==> src/rtl/noc_link_pipe_monitor.sv <==
// Per-endpoint link stage: fixed-delay flit and credit register pipes with endpoint-view credit tracking.
// Flit path: LINK_STAGES cycles; credit path: CREDIT_STAGES cycles; no backpressure, errors are sticky flags.
module noc_link_pipe_monitor #(
    parameter int NE            = 16,
    parameter int V             = 4,
    parameter int B             = 4,
    parameter int Fpay          = 32,
    parameter int LINK_STAGES   = 2,
    parameter int CREDIT_STAGES = 2,
    parameter int CNTw          = 16,
    localparam int Fw           = 2 + V + Fpay
) (
    input  logic                 clk,
    input  logic                 reset,
    input  logic [NE*Fw-1:0]     flit_in_all,
    input  logic [NE-1:0]        flit_in_wr_all,
    output logic [NE*Fw-1:0]     flit_out_all,
    output logic [NE-1:0]        flit_out_wr_all,
    input  logic [NE*V-1:0]      credit_in_all,
    output logic [NE*V-1:0]      credit_out_all,
    output logic [NE*V-1:0]      credit_avail_all,
    output logic [NE-1:0]        err_ovf_all,
    output logic [NE-1:0]        err_unf_all,
    input  logic                 err_clr,
    output logic [NE*CNTw-1:0]   pck_cnt_all
);
    localparam int CW = $clog2(B + 1);
    localparam logic [CW-1:0] BCNT = CW'(B);

    logic [NE*V-1:0] ovf_set;
    logic [NE*V-1:0] unf_set;

    // Flit pipe: data stages only load when their valid input is set, so idle cycles don't toggle wide regs.
    generate
        if (LINK_STAGES == 0) begin : g_flit_comb
            assign flit_out_all    = flit_in_all;
            assign flit_out_wr_all = flit_in_wr_all;
        end else begin : g_flit_pipe
            logic [NE*Fw-1:0] fd [LINK_STAGES];
            logic [NE-1:0]    fv [LINK_STAGES];

            always_ff @(posedge clk) begin
                if (reset) begin
                    for (int s = 0; s < LINK_STAGES; s++) begin
                        fd[s] <= '0;
                        fv[s] <= '0;
                    end
                end else begin
                    fv[0] <= flit_in_wr_all;
                    for (int e = 0; e < NE; e++) begin
                        if (flit_in_wr_all[e]) fd[0][e*Fw +: Fw] <= flit_in_all[e*Fw +: Fw];
                    end
                    for (int s = 1; s < LINK_STAGES; s++) begin
                        fv[s] <= fv[s-1];
                        for (int e = 0; e < NE; e++) begin
                            if (fv[s-1][e]) fd[s][e*Fw +: Fw] <= fd[s-1][e*Fw +: Fw];
                        end
                    end
                end
            end

            assign flit_out_all    = fd[LINK_STAGES-1];
            assign flit_out_wr_all = fv[LINK_STAGES-1];
        end

        if (CREDIT_STAGES == 0) begin : g_cred_comb
            assign credit_out_all = credit_in_all;
        end else begin : g_cred_pipe
            logic [NE*V-1:0] cd [CREDIT_STAGES];

            always_ff @(posedge clk) begin
                if (reset) begin
                    for (int s = 0; s < CREDIT_STAGES; s++) cd[s] <= '0;
                end else begin
                    cd[0] <= credit_in_all;
                    for (int s = 1; s < CREDIT_STAGES; s++) cd[s] <= cd[s-1];
                end
            end

            assign credit_out_all = cd[CREDIT_STAGES-1];
        end
    endgenerate

    generate
        for (genvar e = 0; e < NE; e++) begin : g_ep
            logic            err_ovf_q;
            logic            err_unf_q;
            logic [CNTw-1:0] pck_q;

            // Counter tracks credits as the endpoint sees them: the delayed credit return, not the raw one.
            for (genvar v = 0; v < V; v++) begin : g_vc
                logic [CW-1:0] cnt;
                logic          avail_q;
                logic          dec;
                logic          inc;

                assign dec = flit_in_wr_all[e] & flit_in_all[e*Fw + Fpay + v];
                assign inc = credit_out_all[e*V + v];
                assign ovf_set[e*V + v] = dec & ~inc & (cnt == '0);
                assign unf_set[e*V + v] = inc & ~dec & (cnt == BCNT);

                always_ff @(posedge clk) begin
                    if (reset) begin
                        cnt     <= BCNT;
                        avail_q <= 1'b1;
                    end else begin
                        avail_q <= (cnt != '0);
                        if (dec && !inc && cnt != '0)
                            cnt <= cnt - CW'(1);
                        else if (inc && !dec && cnt != BCNT)
                            cnt <= cnt + CW'(1);
                    end
                end

                assign credit_avail_all[e*V + v] = avail_q;
            end

            always_ff @(posedge clk) begin
                if (reset) begin
                    err_ovf_q <= 1'b0;
                    err_unf_q <= 1'b0;
                    pck_q     <= '0;
                end else begin
                    if (err_clr) begin
                        err_ovf_q <= 1'b0;
                        err_unf_q <= 1'b0;
                    end else begin
                        if (|ovf_set[e*V +: V]) err_ovf_q <= 1'b1;
                        if (|unf_set[e*V +: V]) err_unf_q <= 1'b1;
                    end
                    if (flit_in_wr_all[e] && flit_in_all[e*Fw + Fw - 2])
                        pck_q <= pck_q + CNTw'(1);
                end
            end

            assign err_ovf_all[e]              = err_ovf_q;
            assign err_unf_all[e]              = err_unf_q;
            assign pck_cnt_all[e*CNTw +: CNTw] = pck_q;
        end
    endgenerate
endmodule
==> config.mk <==
export PLATFORM = sky130hd
export DESIGN_NAME = noc_link_pipe_monitor
export DESIGN_NICKNAME = d
export VERILOG_FILES = /design/src/rtl/noc_link_pipe_monitor.sv
export SDC_FILE = /design/constraint.sdc
export NUM_CORES = 2
export LEC_CHECK = 0
export ABC_AREA = 1
export CELL_PAD_IN_SITES_DETAIL_PLACEMENT = 0
export CELL_PAD_IN_SITES_GLOBAL_PLACEMENT = 1
export CORE_AREA = 2 2 666 668
export DETAILED_ROUTE_END_ITERATION = 8
export DIE_AREA = 0 0 668 670
export PLACE_DENSITY_LB_ADDON = 0.25
export SKIP_CTS_REPAIR_TIMING = 1
export SYNTH_ARGS = -nofsm -noshare
export SYNTH_HDL_FRONTEND = slang
export SYNTH_SLANG_ARGS = --single-unit
export TNS_END_PERCENT = 5
==> constraint.sdc <==
create_clock -name clk -period 3.2 [get_ports clk]
set_input_delay 0.8 -clock clk [delete_from_list [all_inputs] [get_ports clk]]
set_output_delay 0.8 -clock clk [all_outputs]
set_load 0.01 [all_outputs]
==> results.md <==
* Outcome: finished clean
* Finish-stage setup viols at 0
* Final worst path period need at approximately 3.0 ns
* Largest net degree at the start of global routing at 111
* Wire per inst at 22.27 um
* Htree depth at 4
* First-pass GRT wire length at between 400000 and 500000 um
* Post-synthesis register bit count at between 1500 and 2000
* Cell area after layout at 112800 sq um
* HP Class: in -> reg
* Worst path slowest cell: edfxtp_1
* Vias per std cell at 3.704
* CP max FO at 1
* Clock slew at reported path FFs at about 0.060 ns
* Layout cells sized above 1 at 0.07223
* Fin Clk Skew at just under 0.06 ns
* Rows at roughly 240
* Max_cap viols at 0
* Vias in the first global route at 59590
* RSZ-0062 raised after global routing: no
* Io pins at roughly 1700
* Post-Route WL at ~370000 um
* Final estimated routing congestion in global placement at just under 0.9
* Slew at the pin with the worst max-slew slack at 0.7921 ns
* Clock tree sinks at approximately 1900
* Die width at 668 um
* ANT nets after route at 0
* PwrDens at 565.2 nW/um^2
* Register area share after synthesis at 0.6305
* Critical path type: reg -> out
* Clk buf depth at 4
* 1st-iter DRT viols at 4655
* Placed instance count at between 15000 and 20000
* Remaining Overflow, GRT at 0
* CP bufs+invs at 1
* Initial antenna violation count at between 100 and 150
* Yosys warnings at 0
* Worst EP arrival at 2.23 ns
* Port Buffers at about 1700
* CP cell instances: clkdlybuf4s50_1
* Syn_nets at ~9400
* Syn_area_per_cell at between 9 and 10 sq um
* Final non-filler cell total at about 17000
* Fin. max-slew vios at 0
* Crit. End Element: primary output
* DRT Pass-1 Iters at 5
* CTS tree: done
* Post-DP Area at 104800 sq um
* Startpoint Class: flop
* Final hold vios at 0
* Final Util at 0.2563
* Core area at between 400000 and 500000 sq um
* DP HPWL at around 300000 um
* Post-route setup TNS at 0 ns
* Vias at slightly above 60000
* Maximum clock frequency at around 0.33 GHz
* Max incr delay on CP at about 0.67 ns
* Nets@finish at ~11000
* CTS Buf Count at 240
* Mapped Cells at roughly 8600
* Leak at approximately 0.05 uW
* Yosys cell types at 33
* Crit path required time at around 2.4 ns
* Clock Tree Root: clkbuf_16
* Area Growth Syn to Fin at 40.54%
* Mapped cell area at ~80000 sq um
* Die ar. at about 450000 sq um
* Total GRT Usage at 0.1597
* Tcrit/Tclk final at 0.9484
* Worst vdd ir at around 0.00052 V
* Residual DRC at 0
* Slew headroom at 0.4678
* DP Worst Slack at -0.5942 ns
* Initial core utilization at 0.1823
* Final worst slack at 0.1652 ns
* Die H at 670 um
* Clk_lat worst skew at between 0.9 and 1 ns
* Top cell family by delay on the critical path: flip-flops
-- worst paths after layout --
check                                            from                        to  slack [ns]  depth (start not counted)
worst max register to register   g_flit_pipe.fv[0][0]    g_flit_pipe.fd[0][171]        1.22                          8
worst min register to register  g_cred_pipe.cd[0][32]     g_cred_pipe.cd[0][96]        0.38                          2
worst min-delay path                            reset  g_ep[13].g_vc[2].avail_q        0.36                          4
worst max-delay path            g_flit_pipe.fd[1][98]          flit_out_all[98]        0.17                          1
-- layer usage --
metal / vias up / share of wire / routed length, um / GRT usage
met2: 1952 / 0.45 / 167400 / 0.2566
met5: - / 0.00041 / 152 / 0
li1: 30070 / - / - / -
met4: 24 / 0.023 / 8484 / 0.03526
met3: 491 / 0.084 / 31140 / 0.04730
met1: 28960 / 0.44 / 162500 / 0.2104
-- layout by cell type, fill, tap and decap left out, types with 5 or more instances in the layout --
master           count
nand2_2             28
bufinv_16           21
clkdlybuf4s50_1   1724
diode_2             36
or2_2               13
buf_4              173
dfxtp_1            704
nand4_1             87
nor2_1            1287
o21ai_0            234
edfxtp_1          1216
o21bai_1            16
nand2_1           1764
ha_1                21
nand3b_1            27
inv_1             1853
a21oi_1            217
nand3_1            421
nor3b_1              5
fa_1                59
clkinv_2            41
a211oi_1            10
nand2b_1             5
a21boi_0             8
buf_12              62
nor3_1              32
clkbuf_1            57
clkinvlp_4           5
clkinv_1            44
inv_6                5
clkbuf_16          243
inv_2              137
o211ai_1            10
clkbuf_8            21
and2_1              37
xor2_1              36
-- per-stage QoR --
stage | power [uW] | hold slack [ns]
floorplan | 32090 | 0.3883
global placement | 36560 | 0.3895
detailed placement | 36530 | 0.3928
CTS | 64960 | 0.2418
global route | 66560 | 0.2877
finish | 63760 | 0.3578
-- report_power, final --
part	switching, uW	total, uW	internal [uW]
clock	11800	27900	16100
combinational	4080	7070	2990
sequential	792	28800	28000
total	16600	63800	47100
-- final cells by class --
| class | count | area (sq um) |
|---|---|---|
| Fill cell | 47650 | 327400 |
| Sequential cell | 1920 | 50610 |
| Timing Repair Buffer | 1965 | 19840 |
| Multi-Input combinational cell | 4336 | 19520 |
| Inverter | 1993 | 7488 |
| Tap cell | 5904 | 7387 |
| Clock buffer | 321 | 6584 |
| Clock inverter | 126 | 1292 |
| Antenna cell | 36 | 90.09 |
-- Yosys cell counts --
master | instances | share of area
clkbuf_1 | 92 | 0.0043
and2_1 | 37 | 0.0029
fa_1 | 59 | 0.015
xnor2_1 | 4 | 0.00044
nand3b_1 | 27 | 0.0025
or2_2 | 14 | 0.0011
a21oi_1 | 217 | 0.014
a21o_1 | 2 | 0.00019
nor2_1 | 1287 | 0.060
o21ai_0 | 234 | 0.015
nand2b_1 | 5 | 0.00039
a31oi_1 | 3 | 0.00023
nor3_1 | 32 | 0.0020
inv_2 | 136 | 0.0064
nand3_1 | 421 | 0.026
dfxtp_1 | 704 | 0.18
buf_2 | 36 | 0.0022
buf_6 | 71 | 0.010
nand4_1 | 87 | 0.0068
edfxtp_1 | 1216 | 0.45
inv_1 | 1857 | 0.087
a21boi_0 | 8 | 0.00075
o21a_1 | 3 | 0.00028
o211ai_1 | 10 | 0.00094
ha_1 | 21 | 0.0033
nor3b_1 | 5 | 0.00047
buf_4 | 179 | 0.017
a211oi_1 | 10 | 0.00094
nor2b_1 | 4 | 0.00031
o21bai_1 | 16 | 0.0015
buf_1 | 22 | 0.0010
xor2_1 | 36 | 0.0039
nand2_1 | 1794 | 0.084
-- cell families (layout without fill, tap and decap cells) --
logic type	Yosys count	count (layout)	synth area share
XOR/XNOR	40	40	0.004364
adder cells (fa/ha/maj)	80	80	0.01799
other	0	36	0
AND/OR/NAND/NOR	3713	3713	0.1868
AO/OA/AOI/OAI	503	503	0.03294
flip-flops	1920	1920	0.6305
buffers and inverters	2393	4405	0.1275
-- flip-flops by register name, summed over array words and instances, names as in the netlist --
signal / cells
g_ep.err_unf_q: 16
g_cred_pipe.cd: 128
g_ep.pck_q: 256
g_flit_pipe.fv: 32
g_flit_pipe.fd: 1216
g_ep.g_vc.avail_q: 64
g_ep.err_ovf_q: 16
g_ep.g_vc.cnt: 192
Power figures use the tool's default switching activity.
